<file path="src/rtl/csr_pkg.sv">
// Shared constants, FSM encoding and raster-position helper for the CSR decoder.
package csr_pkg;
    localparam int COL_LENGTH         = 8;
    localparam int WORD_LENGTH        = 8;
    localparam int DOUBLE_WORD_LENGTH = 16;
    localparam int IMAGE_SIZE         = 28;

    localparam logic [COL_LENGTH-1:0]         SIZE_IDX     = COL_LENGTH'(IMAGE_SIZE);
    localparam logic [DOUBLE_WORD_LENGTH-1:0] SIZE_WIDE    = DOUBLE_WORD_LENGTH'(IMAGE_SIZE);
    localparam logic [DOUBLE_WORD_LENGTH-1:0] IMAGE_PIXELS = DOUBLE_WORD_LENGTH'(IMAGE_SIZE * IMAGE_SIZE);

    typedef enum logic [1:0] {
        IDLE = 2'b00,
        RUN  = 2'b01,
        DONE = 2'b10,
        ERR  = 2'b11
    } state_t;

    // Raster position row*size+col, kept in counter width so it compares directly with idx.
    function automatic logic [DOUBLE_WORD_LENGTH-1:0] pos(
        input logic [COL_LENGTH-1:0] row,
        input logic [COL_LENGTH-1:0] col
    );
        return DOUBLE_WORD_LENGTH'(row) * SIZE_WIDE + DOUBLE_WORD_LENGTH'(col);
    endfunction
endpackage

</file>
<file path="src/rtl/csr_pos_check.sv">
// Compares an entry's raster position against the current pixel index.
module csr_pos_check
    import csr_pkg::*;
(
    input  logic [COL_LENGTH-1:0]         row,
    input  logic [COL_LENGTH-1:0]         col,
    input  logic [DOUBLE_WORD_LENGTH-1:0] idx,
    output logic                          pos_eq,
    output logic                          pos_gt,
    output logic                          bad
);
    logic [DOUBLE_WORD_LENGTH-1:0] p;

    assign p      = pos(row, col);
    assign pos_eq = (p == idx);
    assign pos_gt = (p > idx);
    // Out-of-frame coordinates or a position already passed both mean a malformed stream.
    assign bad    = (col >= SIZE_IDX) || (row >= SIZE_IDX) || (p < idx);
endmodule

</file>
<file path="src/rtl/csr_decoder.sv">
// Rebuilds a dense raster pixel stream from CSR (value, col, row) entries.
module csr_decoder
    import csr_pkg::*;
(
    input  logic                          clk,
    input  logic                          rst,
    input  logic                          start,
    input  logic [DOUBLE_WORD_LENGTH-1:0] nnz,
    input  logic                          in_valid,
    output logic                          in_ready,
    input  logic [WORD_LENGTH-1:0]        in_value,
    input  logic [COL_LENGTH-1:0]         in_col,
    input  logic [COL_LENGTH-1:0]         in_row,
    output logic                          out_valid,
    input  logic                          out_ready,
    output logic [WORD_LENGTH-1:0]        data_out,
    output logic                          out_last,
    output logic                          done,
    output logic                          error
);
    state_t                        state;
    logic [DOUBLE_WORD_LENGTH-1:0] idx;
    logic [DOUBLE_WORD_LENGTH-1:0] cons;
    logic [DOUBLE_WORD_LENGTH-1:0] nnz_q;
    logic                          pos_eq;
    logic                          pos_gt;
    logic                          bad;
    logic                          load;
    logic                          more;
    logic                          need;

    csr_pos_check u_pos (
        .row    (in_row),
        .col    (in_col),
        .idx    (idx),
        .pos_eq (pos_eq),
        .pos_gt (pos_gt),
        .bad    (bad)
    );

    assign load = !out_valid || out_ready;
    // idx reaches N once pixel N-1 is loaded, which blocks any further loads.
    assign more = idx < IMAGE_PIXELS;
    assign need = (state == RUN) && load && more && (cons < nnz_q);
    assign in_ready = need && in_valid && !bad && pos_eq;

    always_ff @(posedge clk) begin
        if (!rst) begin
            state     <= IDLE;
            idx       <= '0;
            cons      <= '0;
            nnz_q     <= '0;
            out_valid <= 1'b0;
            data_out  <= '0;
            out_last  <= 1'b0;
            done      <= 1'b0;
            error     <= 1'b0;
        end else begin
            done <= 1'b0;
            case (state)
                IDLE: begin
                    out_valid <= 1'b0;
                    out_last  <= 1'b0;
                    if (start) begin
                        nnz_q <= nnz;
                        idx   <= '0;
                        cons  <= '0;
                        if (nnz > IMAGE_PIXELS) begin
                            state <= ERR;
                            error <= 1'b1;
                        end else begin
                            state <= RUN;
                        end
                    end
                end
                RUN: begin
                    if (out_valid && out_ready && out_last) begin
                        out_valid <= 1'b0;
                        out_last  <= 1'b0;
                        if (cons != nnz_q) begin
                            state <= ERR;
                            error <= 1'b1;
                        end else begin
                            state <= DONE;
                        end
                    end else if (load && more) begin
                        if (cons == nnz_q || (in_valid && !bad)) begin
                            data_out  <= (cons != nnz_q && pos_eq) ? in_value : '0;
                            out_valid <= 1'b1;
                            out_last  <= (idx == IMAGE_PIXELS - 1'b1);
                            idx       <= idx + 1'b1;
                            if (in_ready) cons <= cons + 1'b1;
                        end else if (in_valid) begin
                            state     <= ERR;
                            error     <= 1'b1;
                            out_valid <= 1'b0;
                            out_last  <= 1'b0;
                        end else begin
                            out_valid <= 1'b0;
                        end
                    end
                end
                DONE: begin
                    done  <= 1'b1;
                    state <= IDLE;
                end
                default: begin
                    out_valid <= 1'b0;
                    out_last  <= 1'b0;
                    error     <= 1'b1;
                end
            endcase
        end
    end
endmodule

</file>
<file path="config.mk">
export PLATFORM = sky130hd
export DESIGN_NAME = csr_decoder
export DESIGN_NICKNAME = d
export VERILOG_FILES = /design/src/rtl/csr_pkg.sv /design/src/rtl/csr_pos_check.sv /design/src/rtl/csr_decoder.sv
export SDC_FILE = /design/constraint.sdc
export NUM_CORES = 1
export LEC_CHECK = 0
export ABC_AREA = 1
export CAP_MARGIN = 0
export CORE_UTILIZATION = 40
export CTS_BUF_LIST = sky130_fd_sc_hd__clkbuf_2 sky130_fd_sc_hd__clkbuf_4 sky130_fd_sc_hd__clkbuf_8
export CTS_CLUSTER_DIAMETER = 150
export DETAILED_ROUTE_END_ITERATION = 10
export MAX_ROUTING_LAYER = met4
export SYNTH_ARGS = -nofsm -noshare
export SYNTH_HDL_FRONTEND = slang
export SYNTH_SLANG_ARGS = --single-unit
</file>
<file path="constraint.sdc">
create_clock -name clk -period 7.96 [get_ports clk]
set_clock_uncertainty 0.1 [all_clocks]
set_input_delay 1.592 -clock clk [delete_from_list [all_inputs] [get_ports clk]]
set_output_delay 1.592 -clock clk [all_outputs]
set_load 0.05 [all_outputs]
</file>
After elaboration in Yosys (flattened, before gate mapping):

Index checks and enable logic that the tools add are counted.

* $add $sub $neg: 3
* $mul: 1
* magnitude comparators: 6
* equal/unequal tests: 17
* muxes and demuxes: 37
* bitwise operators: 2
* reductions and logical operators: 28

Operators with widths (number)
* $mux W16: 8
* $pmux W16 S2: 2
* $add A16 B1 Y16 const B: 2
* $eq A16 B16 Y1: 2
* $lt A16 B16 Y1: 2
* $eq A16 B10 Y1 const B: 1
* $ge A8 B5 Y1 const B: 2
* $gt A16 B10 Y1 const B: 1
* $lt A16 B10 Y1 const B: 1
* $mux W1: 16
* $ne A16 B16 Y1: 1
* $add A13 B8 Y14: 1
* $mux W2: 6
* $logic_and A1 B1 Y1: 11
* $mul A8 B3 Y11 const B: 1
* $reduce_and A5 Y1: 2
* $mux W8: 1
* $ne A2 B2 Y1 const B: 4
* $reduce_and A7 Y1: 1
* $ne A3 B2 Y1 const B: 2
* $pmux W2 S3: 1
* $reduce_and A6 Y1: 1
* $logic_or A1 B1 Y1: 4
* $ne A2 B1 Y1 const B: 2
* 15 further kinds: 19

* bits in registers: 62
* bits of input ports: 45
* output and inout bits: 13
* word-level logic and storage cells: 103

Depth between registers and ports, before layout:

Gate-level depths: netlist of the first run.

* word-level depth: 13
* mapped depth: 31

Hierarchy:

A second synthesis of the first run with hierarchy kept.

* cell total of the unflattened synthesis: 757
* area total of the unflattened synthesis: 5094.9 um^2

Modules (own cells, without submodules)
* csr_decoder: times used 1, cells an instance 534, area an instance 3623.5 um^2, sequential area each 1241.2 um^2
* csr_pos_check: times used 1, cells an instance 223, area an instance 1471.4 um^2, sequential area each 0.0 um^2

Least setup slack after synthesis of the first run:

OpenSTA, ideal clock, no wires.

* kind: in2out
* from: input in_row[0]
* to: output in_ready
* data arrival time: 5279 ps
* setup slack: 989 ps
* stages on the path: 25
* cell sequence: fa_1 ha_1 inv_1 fa_1 inv_1 ha_1 nand2_1 o21ai_0 nand3_1 nand3_1 nand2_1 nor2_1 xor2_1 inv_1 ha_1 nand2_1 inv_2 nand2_1 nor2_4 nand2_1 nor2_2 nor2_1 nor2_1 nand2_2 inv_1

* word-level cells in the longest chain between the ends: 7

Ends and longest elaborated chain
* from (decl): line csr_decoder.sv:13 `input logic [COL_LENGTH-1:0] in_row,`
* $mul A8 B3 Y11: line csr_pkg.sv:24 `return DOUBLE_WORD_LENGTH'(row) * SIZE_WIDE + DOUBLE_WORD_LENGTH'(col);`
* $add A13 B8 Y14: line csr_pkg.sv:24
* $lt A16 B16 Y1: line csr_pos_check.sv:18 `assign bad = (col >= SIZE_IDX) || (row >= SIZE_IDX) || (p < idx);`
* $logic_or A1 B1 Y1: line csr_pos_check.sv:18
* $logic_not A1 Y1: line csr_decoder.sv:45 `assign in_ready = need && in_valid && !bad && pos_eq;`
* $logic_and A1 B1 Y1: line csr_decoder.sv:45
* $logic_and A1 B1 Y1 *: line csr_decoder.sv:45
* to (decl): line csr_decoder.sv:10 `output logic in_ready,`

Mark *: on every way between the ends. The rest lies on a longest branch, timed or not.

Worst setup path after layout of the first run:

* from: input in_row[3]
* to: output in_ready

The elaborated chain is that of the path after synthesis.

==> metrics.txt, run 1 <==
run status finished clean; Commonest cells post-synth 180 x nand2_1, 138 x inv_1, 82 x nor2_1, 62 x dfxtp_1; Synth Warn # 0; worst reg2reg path startpoint state[1]; RSZ-0062 raised after global routing no; Final Wtd Congestion approximately 0.89; PortBufs between 50 and 60; Synth Area in XOR/XNOR 2.24%; dpl cells between 900 and 1000; M3 GR Usage approximately 3.8%; IO Count just under 60; GRT Util Overall between 20% and 30%; critical path capture point in_ready; CP arrival 5.88 ns; gr ovfl total 0; vias per inst approximately 4.9; power density over the cells between 300 and 400 nW/um^2; first-pass GRT wire length approximately 20000 um; initial antenna violation count 0; Max-Cap Viols 0; drt total wl approximately 12000 um; routed length per instance ~12 um; CP max FO 4; final setup vio count 0; RR Endpoint idx[13]; count leader, synth nand2_1; crit path launch in_row[3]; Root Buffer clkbuf_8; synthesized area between 5000 and 6000 sq um; largest family of logic cells by synthesized area simple AND/OR/NAND/NOR gates; post-DP HPWL 9330 um; final cell count without fillers around 1000; net count after synthesis just under 900; Syn Area/Cell roughly 6.5 sq um; Tightest Pin Transition between 0.9 and 1 ns; hold_buf cts 0; Synth Area in Simple Gates around 33%; Longest Clk Path Bufs 2; Worst-Skew Late Latency between 0.3 and 0.4 ns; CTS tree yes; Detail Route Antenna Nets 0; count of cell types in the netlist 35; DR pass1 iterations 5; H-Tree Depth 3; R2R cell count 9; Cell Rows 40; crit start category input pin; leakage power between 0.002 and 0.003 uW; Synth async-reset ratio 0%; vias in the first global route roughly 4500; Layout area overhead 18.4%; Synth Flop Type dfxtp_1; CP required around 6.3 ns; share of Yosys cell area claimed by the top area cell type 24.4%; Seq cells post-synth just over 60; Hold WC Path Type flip-flop to flip-flop; Die X between 100 and 150 um; Iteration-0 DRC Markers between 200 and 300; final worst-path cycle share 95.2%; met2 Use GR about a third; die height roughly 110 um; fin nets roughly 940; die footprint approximately 13000 sq um; vias about 4900; crit end category output pin; proportion of synthesized area in mux cells 0%; area of the core ~12000 sq um; worst setup path category input pin to output pin; adder-cell share of the synthesized area approximately 18%; Seq/Total Area, Yosys between 20% and 30%; post-CTS sizing 0; top post-synthesis cells by area dfxtp_1 24%, ha_1 14%, nand2_1 13%; cell accounting for the most synthesized area dfxtp_1; CTS clk-pin slew, worst paths around 0.07 ns; setup TNS 0 ns; total CTS buffers 9; share of layout cells above drive strength 1 slightly below 6%; Slew Limit Fails 0; Post-Syn Instances around 800; Reg2Reg Setup Slack between 4 and 5 ns; routing usage on met1 around a quarter; worst vdd ir about 0.00013 V; Core Util, Final about half; Peak Freq ~130 MHz; ANT cells 0; # clock sinks 62; largest net degree at the start of global routing between 40 and 50; Synth Area in Compound Gates between 10% and 20%; Residual DRC 0; final hold vios 0; slew margin rel. ~35%; EDFF count, synth 0; Initial Utilization a little over two fifths; busiest grt layer met2; minimum clock period 7.57 ns; post-CTS setup buffers 0
## final cells by class
| class | count | area (sq um) |
|---|---|---|
| clock inverters | 4 | 45.0 |
| well taps | 168 | 210 |
| multi-input cells | 557 | 3230 |
| repair buffers | 58 | 596 |
| clock buffers | 12 | 159 |
| flip-flops and latches | 62 | 1240 |
| fillers | 1258 | 6190 |
| inverters | 142 | 533 |
## worst max-delay path, stage by stage
cell,delay [ns]
clkdlybuf4s50_1,0.54
fa_1,0.56
inv_1,0.07
fa_1,0.53
inv_1,0.04
ha_1,0.33
nand2_1,0.06
o21ai_1,0.19
nand3_1,0.10
nand3_1,0.12
nand2_1,0.08
nor2_2,0.17
nand3_1,0.09
nand2_1,0.07
nand2_1,0.05
ha_1,0.27
nand2_1,0.05
inv_1,0.06
nand2_2,0.07
nor2_4,0.13
nand2_1,0.07
nor2_2,0.13
nor2_1,0.06
nor2_1,0.11
nand2_2,0.09
inv_1,0.12
buf_12,0.15
## cell families after synthesis
logic type | count (synthesis)
compound gates | 108
fa+ha+maj | 66
simple gates | 370
buf+inv | 160
flops | 62
xor+xnor | 13
## through the flow
stage	setup WS [ns]	hold slack, ns	cell area [sq um]	power, uW
floorplan	0.989	0.327	5080	1450
global placement	0.317	0.338	5800	1680
detailed placement	0.170	0.346	5800	1710
CTS	0.157	0.356	6000	2010
global route	0.0471	0.371	6020	2250
finish	0.386	0.354	6020	2000
## where the power goes
group	leakage [uW]	internal (uW)	switching [uW]
Clock	0.000110	164	124
Sequential	0.000509	421	97.3
Combinational	0.00227	430	768
Total	0.00289	1010	989
## cell usage in the layout (no fill, tap or decap), drive strengths merged
cell and instances:
nand2 193, inv 142, nor2 88, dfxtp 62, a21oi 58, ha 57, clkdlybuf4s50 53, o21ai 42
nand3 41, nand4 28, clkbuf 12, nor3b 11, xor2 9, fa 9, nor3 6, xnor2 4
a21o 3, clkinv 3, dlymetal6s2s 3, o21bai 2, nand3b 2, buf 2, o211ai 1, a31oi 1
o21a 1, nor4 1, bufinv 1
## flip-flops by register name, indices dropped and copies added (netlist names)
name,flops
cons,16
data_out,8
done,1
error,1
idx,16
nnz_q,16
out_last,1
out_valid,1
state,2
## worst min-delay path by stage
| stage | cells past startpoint | slack [ns] | end | from |
|---|---|---|---|---|
| floorplan | 2 | 0.33 | nnz_q[0] | nnz_q[0] |
| CTS | 2 | 0.36 | nnz_q[0] | nnz_q[0] |
| global route | 2 | 0.37 | error | error |
| detailed placement | 2 | 0.35 | nnz_q[0] | nnz_q[0] |
| global placement | 2 | 0.34 | idx[15] | idx[15] |
| finish | 2 | 0.35 | idx[15] | idx[15] |
## per-layer routing
| metal | part of all wire, % | vias up | wire length, um |
|---|---|---|---|
| li1 | - | 2578 | - |
| met4 | 1.4 | 0 | 176 |
| met2 | 46 | 92 | 5560 |
| met5 | 0 | - | 0 |
| met1 | 49 | 2211 | 5980 |
| met3 | 3.5 | 15 | 429 |
Power figures use the tool's default switching activity.
==> run 2, diff against run 1 <==
--- a/config.mk
+++ b/config.mk
@@ -6,6 +6,7 @@
 export NUM_CORES = 1
 export LEC_CHECK = 0
 export ABC_AREA = 1
+export ABC_CLOCK_PERIOD_IN_PS = 6200
 export CAP_MARGIN = 0
 export CORE_UTILIZATION = 40
 export CTS_BUF_LIST = sky130_fd_sc_hd__clkbuf_2 sky130_fd_sc_hd__clkbuf_4 sky130_fd_sc_hd__clkbuf_8
==> constraint.sdc (replaced) <==
create_clock -name clk -period 6.2 [get_ports clk]
set_clock_uncertainty 0.1 [all_clocks]
set_input_delay 1.24 -clock clk [delete_from_list [all_inputs] [get_ports clk]]
set_output_delay 1.24 -clock clk [all_outputs]
set_load 0.05 [all_outputs]
==> run 2 against run 1 <==
Net effect: the run now ends with negative setup slack left; first-iteration DRC count shrank 18%; sequential share of layout area shrank 1.5 points; register-to-register slack lost 1.4 ns; sequential power grew 29%; wire length grew 4.6%; design area grew 8.0%; critical path depth is the same; sequential cell count is the same; combinational power grew 44%; non-clock buffer count grew 37; highest routed layer unchanged.
==> metrics.txt, run 2 (synthesis results as in run 1) <==
worst setup path category input pin to output pin; power density over the cells 425 nW/um^2 (+28%); largest net degree at the start of global routing 46 (unchanged); Multi-input gate area 3430 sq um (+6.2%); largest registers cons x16, idx x16, nnz_q x16; ANT cells 0 (unchanged); die footprint 13200 sq um (unchanged); H-Tree Depth 3 (unchanged); drt total wl 12700 um (+4.6%); commonest cells after routing, fill and taps aside 173 x nand2_1, 133 x inv_1, 78 x nor2_1; post-DP HPWL 9600 um (+2.8%); CTS tree yes; fin nets 978 (+3.9%); Detail Route Antenna Nets 0 (unchanged); design area 6500 sq um (+8.0%); Layout area overhead 27.9%; area of the core 12200 sq um (unchanged); vias per inst 4.85 (-0.65%); Iteration-0 DRC Markers 207 (-18%); Slew Limit Fails 0 (unchanged); first-pass GRT wire length 22100 um (+8.3%); dpl cells 1020 (+3.3%); Area after DPL 6060 sq um (+4.6%); Initial Utilization 41.6% (unchanged); CP max FO 4 (unchanged); leakage power 0.00306 uW (+5.8%); total CTS buffers 9 (unchanged); routed length per instance 12.2 um (+1.0%); final hold vios 0 (unchanged); Final Wtd Congestion 0.866 (-2.7%); most common cell after layout, fill and taps aside nand2_1; Hold WC Path Type flip-flop to flip-flop; Tightest Pin Transition 0.966 ns (-0.0160 ns); vias 5034 (+2.8%); Cell Rows 40 (unchanged); GRT Util Overall 21.6% (+1.4 points); DR pass1 iterations 5 (unchanged); Max-Cap Viols 0 (unchanged); CTS clk-pin slew, worst paths 0.07 ns (about the same); register area 1240 sq um (unchanged); Peak Freq about 160 MHz; slew margin rel. 35.6% (+1.1 points); share of layout cells above drive strength 1 14.0% (+8.2 points); vias in the first global route 4989 (+9.8%); CP arrival 5.01 ns (-0.87 ns); final cell count without fillers 1038 (+3.5%); hold_buf cts 0 (unchanged); Root Buffer clkbuf_8; crit end category output pin; gr ovfl total 0 (unchanged); final worst slack -0.146 ns (-0.532 ns); Fill cells 1230 (-2.2%); crit start category input pin; run status finished, violations left; Longest Clk Path Bufs 2 (unchanged); die height 115 um (unchanged); final setup vio count 1 (+1); final worst-path cycle share 102%; Die X 115 um (unchanged); Worst-Skew Late Latency 0.34 ns (about the same); violated checks negative setup slack; Residual DRC 0 (unchanged); initial antenna violation count 0 (unchanged); CP required 4.86 ns (-1.41 ns); RSZ-0062 raised after global routing yes; IO Count 58 (unchanged); # clock sinks 62 (unchanged); worst vdd ir 0.000226 V (+69%); minimum clock period 6.35 ns; PortBufs 57 (unchanged)
[run 2: cell types whose count changed in the layout (fill, tap and decap cells not counted), moves of 3 or more]
| cell | before | now |
|---|---|---|
| inv_2 | 4 | 8 |
| ha_1 | 57 | 48 |
| buf_4 | 1 | 35 |
| clkinv_2 | 3 | 0 |
| ha_4 | 0 | 8 |
| inv_1 | 138 | 133 |
| nand2_2 | 12 | 19 |
| nor2_1 | 81 | 78 |
| dlymetal6s2s_1 | 3 | 0 |
| nand3_2 | 3 | 7 |
| nand2_1 | 180 | 173 |
| buf_6 | 0 | 3 |
| nand3_1 | 37 | 33 |
[run 2: per-stage QoR]
| step | setup WS, ns | setup TNS (ns) | total power, uW | hold slack, ns | utilization [%] |
|---|---|---|---|---|---|
| 6_report | -0.146 | -0.146 | 2760 | 0.352 | 53.2 |
| 5_1_grt | -0.343 | -0.343 | 3100 | 0.367 | 53.2 |
| 3_3_place_gp | -0.562 | -0.562 | 2240 | 0.337 | 49.7 |
| 3_5_place_dp | -0.714 | -1.65 | 2290 | 0.338 | 49.7 |
| 4_1_cts | -0.160 | -0.160 | 2730 | 0.350 | 52.4 |
| 2_1_floorplan | 0.0321 | 0 | 1860 | 0.327 | - |
[run 2: final timing paths]
check                 start  endpoint  slack [ns]  depth (start not counted)
setup / recovery  in_row[2]  in_ready       -0.15                         27
hold / removal      idx[15]   idx[15]        0.35                          2
hold reg to reg     idx[15]   idx[15]        0.35                          2
setup reg to reg   state[1]   idx[10]        2.78                         10
[run 2: critical path, cell delays in order]
cell,delay [ns]
buf_8,0.10
fa_1,0.53
ha_2,0.19
inv_2,0.04
fa_1,0.50
inv_2,0.05
ha_4,0.27
nand2_2,0.05
o21ai_2,0.15
nand3_2,0.09
nand3_2,0.09
nand2_2,0.08
nor2_4,0.13
xor2_1,0.16
inv_1,0.09
ha_4,0.27
nand2_2,0.05
inv_2,0.06
nand2_2,0.06
nor2_4,0.12
nand3_2,0.09
nor2_1,0.11
nand2_1,0.07
nor2_2,0.10
nand2_2,0.08
clkinvlp_4,0.10
buf_12,0.13
[run 2: final cells by class]
cell class	count	share of cell area (%)
Clock buffer	13	2.56
Inverter	142	8.26
Multi-Input combinational cell	557	52.8
Clock inverter	1	0.462
Sequential cell	62	19.1
Tap cell	168	3.23
Timing Repair Buffer	95	13.6
[run 2: what timing repair did]
action                     in CTS  in global routing
setup endpoints to repair       1                  1
setup buffers                   3                  1
cloned                          0                  0
gates resized for setup        45                 17
hold endpoints to repair        0                  0
pin swaps                      25                 20
[run 2: metal layers]
metal,global-route usage [%],vias up,routed length [um]
met5,-,-,0
met1,26.6,2283,6200
met3,4.29,18,522
met4,6.23,0,170
met2,35.7,89,5820
li1,-,2644,-
[run 2: power breakdown]
part / internal, uW / switching (uW) / total, uW / leakage [uW]
clock network: 212 / 153 / 366 / 0.000102
logic: 674 / 1050 / 1730 / 0.00245
registers: 541 / 125 / 666 / 0.000509
total: 1430 / 1330 / 2760 / 0.00306
